## src/rtl/gain_stage.sv

```systemverilog
// Stereo volume stage: clamps the requested gain, ramps the applied gain one
// step per RAMP_FRAMES frames, and scales both channels through one shared multiplier.
module gain_stage #(
  parameter int DATA_W      = 24,
  parameter int GAIN_MAX    = 50,
  parameter int RAMP_FRAMES = 16
) (
  input  logic                     CLK,
  input  logic                     RESET_N,
  input  logic signed [31:0]       gain,
  input  logic                     in_valid,
  output logic                     in_ready,
  input  logic signed [DATA_W-1:0] in_left,
  input  logic signed [DATA_W-1:0] in_right,
  output logic                     out_valid,
  output logic signed [DATA_W-1:0] out_left,
  output logic signed [DATA_W-1:0] out_right,
  output logic                     clipped,
  output logic [7:0]               cur_gain
);

  localparam int PROD_W = DATA_W + 8;
  localparam int CNT_W  = (RAMP_FRAMES > 1) ? $clog2(RAMP_FRAMES) : 1;
  localparam logic [CNT_W-1:0] CNT_LAST = CNT_W'(RAMP_FRAMES - 1);
  localparam logic signed [DATA_W-1:0] OUT_MAX = {1'b0, {(DATA_W-1){1'b1}}};
  localparam logic signed [DATA_W-1:0] OUT_MIN = {1'b1, {(DATA_W-1){1'b0}}};
  localparam logic signed [31:0] GAIN_HI = 32'(GAIN_MAX);

  typedef enum logic [1:0] {IDLE, MUL_L, MUL_R, OUT} state_t;

  state_t                     state_reg;
  logic [CNT_W-1:0]           ramp_cnt_reg;
  logic signed [DATA_W-1:0]   left_reg;
  logic signed [DATA_W-1:0]   right_reg;
  logic signed [DATA_W-1:0]   left_prod_reg;
  logic                       left_clip_reg;

  logic [7:0]                 target;
  logic signed [DATA_W-1:0]   mul_a;
  logic signed [PROD_W-1:0]   prod;
  logic signed [DATA_W-1:0]   sat_val;
  logic                       sat_ovf;

  // Full-width signed compare so negative and huge requests clamp correctly.
  always_comb begin
    target = gain[7:0];
    if (gain < 32'sd1)
      target = 8'd1;
    else if (gain > GAIN_HI)
      target = GAIN_HI[7:0];
  end

  assign mul_a = (state_reg == MUL_L) ? left_reg : right_reg;
  assign prod  = PROD_W'(mul_a) * PROD_W'($signed(cur_gain));

  always_comb begin
    sat_val = prod[DATA_W-1:0];
    sat_ovf = 1'b0;
    if (prod > PROD_W'(OUT_MAX)) begin
      sat_val = OUT_MAX;
      sat_ovf = 1'b1;
    end else if (prod < PROD_W'(OUT_MIN)) begin
      sat_val = OUT_MIN;
      sat_ovf = 1'b1;
    end
  end

  always_ff @(posedge CLK or negedge RESET_N) begin
    if (!RESET_N) begin
      state_reg     <= IDLE;
      ramp_cnt_reg  <= '0;
      left_reg      <= '0;
      right_reg     <= '0;
      left_prod_reg <= '0;
      left_clip_reg <= 1'b0;
      in_ready      <= 1'b1;
      out_valid     <= 1'b0;
      out_left      <= '0;
      out_right     <= '0;
      clipped       <= 1'b0;
      cur_gain      <= 8'd1;
    end else begin
      case (state_reg)
        IDLE: begin
          if (in_valid) begin
            left_reg  <= in_left;
            right_reg <= in_right;
            in_ready  <= 1'b0;
            state_reg <= MUL_L;
            // The step lands before MUL_L, so this frame already uses it.
            if (ramp_cnt_reg == CNT_LAST) begin
              ramp_cnt_reg <= '0;
              if (cur_gain < target)
                cur_gain <= cur_gain + 8'd1;
              else if (cur_gain > target)
                cur_gain <= cur_gain - 8'd1;
            end else begin
              ramp_cnt_reg <= ramp_cnt_reg + 1'b1;
            end
          end
        end
        MUL_L: begin
          left_prod_reg <= sat_val;
          left_clip_reg <= sat_ovf;
          state_reg     <= MUL_R;
        end
        MUL_R: begin
          out_left  <= left_prod_reg;
          out_right <= sat_val;
          clipped   <= left_clip_reg | sat_ovf;
          out_valid <= 1'b1;
          state_reg <= OUT;
        end
        OUT: begin
          out_valid <= 1'b0;
          in_ready  <= 1'b1;
          state_reg <= IDLE;
        end
        default: state_reg <= IDLE;
      endcase
    end
  end

endmodule
```

## config.mk

```make
export PLATFORM = sky130hd
export DESIGN_NAME = gain_stage
export DESIGN_NICKNAME = d
export VERILOG_FILES = /design/src/rtl/gain_stage.sv
export SDC_FILE = /design/constraint.sdc
export NUM_CORES = 1
export LEC_CHECK = 0
export CORE_MARGIN = 2
export CORE_UTILIZATION = 50
export DETAILED_ROUTE_END_ITERATION = 12
export PLACE_DENSITY = 0.71
export SLEW_MARGIN = 25
export SYNTH_ARGS = -nofsm -noshare
export SYNTH_HDL_FRONTEND = slang
export SYNTH_SLANG_ARGS = --single-unit
```

## constraint.sdc

```tcl
create_clock -name CLK -period 7.8 [get_ports CLK]
set_input_delay 1.56 -clock CLK [delete_from_list [all_inputs] [get_ports CLK]]
set_output_delay 1.56 -clock CLK [all_outputs]
set_load 0.005 [all_outputs]
```

==> results.yml <==
logic_synthesis:
  synthArstFlopShare_pct: 100.0
  synth-edff-count: 0
  synth_mux_area_share_pct: 8.430
  synthesis.instances: 1466
  synthFlopType: "dfrtp_1"
  ys_types: 58
  synth_area_leaders: "dfrtp_1 25%, fa_1 22%, ha_1 7.3%"
  synth_top_family_by_area: "adder cells"
  post_synth_fa_ha_maj_area_fraction_pct: 29.26
  synth_area_per_cell_um2: 9.457
  synth-seq-cells: 138
  synthSimpleGateAreaFrac_pct: 17.08
  ys_seq_area_share_pct: 24.93
  netlist_area_mm2: 0.01386
  yosysMostFrequentCell: "inv_1"
  ys_top_cells_by_count: "230 x inv_1, 152 x fa_1, 136 x dfrtp_1"
  ys_warn_count: 0
  synth-xor-area-share_pct: 2.085
  synth_top_cell_area_share_pct: 24.55
  synth_compound_area_share_pct: 9.838
  synth_top_cell_by_area: "dfrtp_1"
die:
  initial_core_util_pct: 51.15
  pin_count: 142
  die_w_um: 170.5
  rows: 60
  fp.dieH_um: 170.5
  dieArea_mm2: 0.02908
  coreArea_mm2: 0.02710
place:
  globalplace.congestion: 0.9097
  dpl.hpwl_um: 25740
  io_buffers: 141
grt:
  grtUsageMet1_pct: 34.12
  met2_usage_pct: 37.70
  use_met3_pct: 4.742
  grt_usage_pct: 24.15
  antenna_found_initial: 0
  grt-ovfl-total: 0
  grt_pass1_wl_um: 55740
  top_usage_layer: "met2"
  grt_pass1_vias: 10980
  grt_max_degree: 82
critical_path:
  worstPathRequired_ns: 8.08
  critPathLaunch: "state_reg[1]$_DFFE_PN0P_"
  endpoint_kind: "flip-flop"
  path_class: "flip-flop to flip-flop"
  critPathMaxFanout: 16
  start_kind: "flip-flop"
  r2r-start: "state_reg[1]$_DFFE_PN0P_"
  arrival_ns: 7.65
run:
  maxCapViolations: 0
route:
  wl_per_cell_um: 16.60
  drt_iter0_drc: 718
  vias: 10790
  via_per_inst: 5.436
  ant_nets: 0
  finalWirelength_um: 32930
  drt-pass1-iter-count: 5
  drc: 0
finish:
  drive_above_1_share_pct: 10.92
  finalNetCount: 1915
  syn_to_final_growth_pct: 18.27
  insertedDiodeCount: 0
  post-route-util_pct: 60.50
cts:
  cts_tree: "yes"
  cts_buffers: 17
  clk_pin_slew_ns: 0.06
  root_buffer: "clkbuf_16"
  ctsHoldBuffers: 0
  clock_latency_ns: 0.44
  cts_buffer_depth: 2
  cts_setup_buffers: 0
  cts_resized: 0
  h-tree-depth: 4
  cts.sinks: 138
timing:
  slew_violations: 0
  worstMarginPinSlew_ns: 0.9803
  grt_setup_unrepaired: "no"
  final-hold-violation-count: 0
  finalClockSkew_ns: 0.01123
  finalCritPeriodShare_pct: 94.51
  max-slew-margin-rel_pct: 34.65
  fmax_mhz: 135.7
  setup_viol: 0
  tns_ns: 0
  layout_min_cycle_time_ns: 7.371
pwr:
  p_leak_nw: 7.397
  p_clk_share_pct: 12.1
  irDropWorstVdd_uv: 246.6
  pwr-share-comb_pct: 68.4
  seqPwrFrac_pct: 19.5
  p_int_mw: 3.348
  p_sw_mw: 3.238
  p_per_area_mw_per_mm2: 401.7
  swShare_pct: 49.17
outcome:
  run_status: "complete, no violations"
min_path:
  min-delay-start: "out_right[18]$_DFFE_PN0P_"
  min_path_type: "flip-flop to flip-flop"
[worst max-delay path, cell delays in order (launching register included)]
cell       delay (ns)
dfrtp_1          0.41
inv_1            0.13
ha_2             0.53
mux2i_1          0.58
nor2b_1          0.14
fa_1             0.58
fa_1             0.44
fa_1             0.55
inv_1            0.05
fa_1             0.52
inv_1            0.04
ha_1             0.40
nand4_1          0.19
or4_1            0.53
a2bb2oi_1        0.17
and2_4           0.20
o311a_1          0.35
or4_4            0.56
o311ai_4         0.49
buf_12           0.21
o2111ai_1        0.11
[cells in the final DEF (no fill, tap or decap), types with 29 or more instances in the layout]
cell and instances:
a21oi_1 48, and2_1 55, buf_4 39, clkdlybuf4s50_1 140, dfrtp_1 136, fa_1 152
ha_1 79, inv_1 230, mux2_2 86, nand2_1 124, nand4_1 35, nor2_1 58
nor2b_1 96, nor3_1 29, o2111ai_1 35, o21ai_0 35
[through the flow]
step | hold slack [ns] | cells | worst slack [ns] | cell area, µm² | power [mW]
3_3_place_gp | 0.4827 | 1952 | 0.4503 | 15800 | 5.673
3_5_place_dp | 0.4832 | 1952 | 0.2825 | 15810 | 5.778
5_1_grt | 0.5127 | 1984 | 0.01272 | 16400 | 7.212
2_1_floorplan | 0.4512 | 1467 | 0.7874 | 13870 | 4.369
4_1_cts | 0.4986 | 1984 | 0.2145 | 16380 | 6.591
6_report | 0.4971 | 1984 | 0.4286 | 16400 | 6.586
[per-layer routing]
layer	wire length, µm	vias to the layer above
met4	776	0
li1	-	5105
met3	1950	45
met1	15220	5293
met2	14980	342
met5	0	-
[cell type report]
class | instances | area [µm²]
multi-input cells | 1028 | 9289
inverters | 232 | 870.8
flip-flops and latches | 138 | 3456
clock inverters | 14 | 140.1
fillers | 2304 | 10710
repair buffers | 182 | 1745
well taps | 372 | 465.4
clock buffers | 18 | 429.2
[power by group through the flow]
stage	Clock, mW	Combinational [mW]	Sequential (mW)
global placement	0	4.38	1.29
detailed placement	0	4.48	1.30
finish	0.797	4.50	1.29
CTS	0.811	4.49	1.29
floorplan	0	3.13	1.24
global route	0.841	5.04	1.33
[cell families after synthesis]
logic type,after synthesis
DFF,138
AOI/OAI and AO/OA,194
muxes,106
xor gates and xnor gates,33
other,1
buffers and inverters,301
and+or+nand+nor,460
adders and majority gates,233
[final timing paths]
check / endpoint / slack [ns] / cells past startpoint
min in group asynchronous: out_right[8]$_DFFE_PN0P_ / 1.16 / 1
max reg2reg: left_prod_reg[6]$_DFFE_PN0P_ / 0.43 / 20
min reg2reg: out_right[18]$_DFFE_PN0P_ / 0.50 / 2
max in group asynchronous: left_reg[19]$_DFFE_PN0P_ / 5.41 / 2
min: out_right[18]$_DFFE_PN0P_ / 0.50 / 2
max: left_prod_reg[6]$_DFFE_PN0P_ / 0.43 / 20
Note: power is estimated with default switching activity, not from simulation.
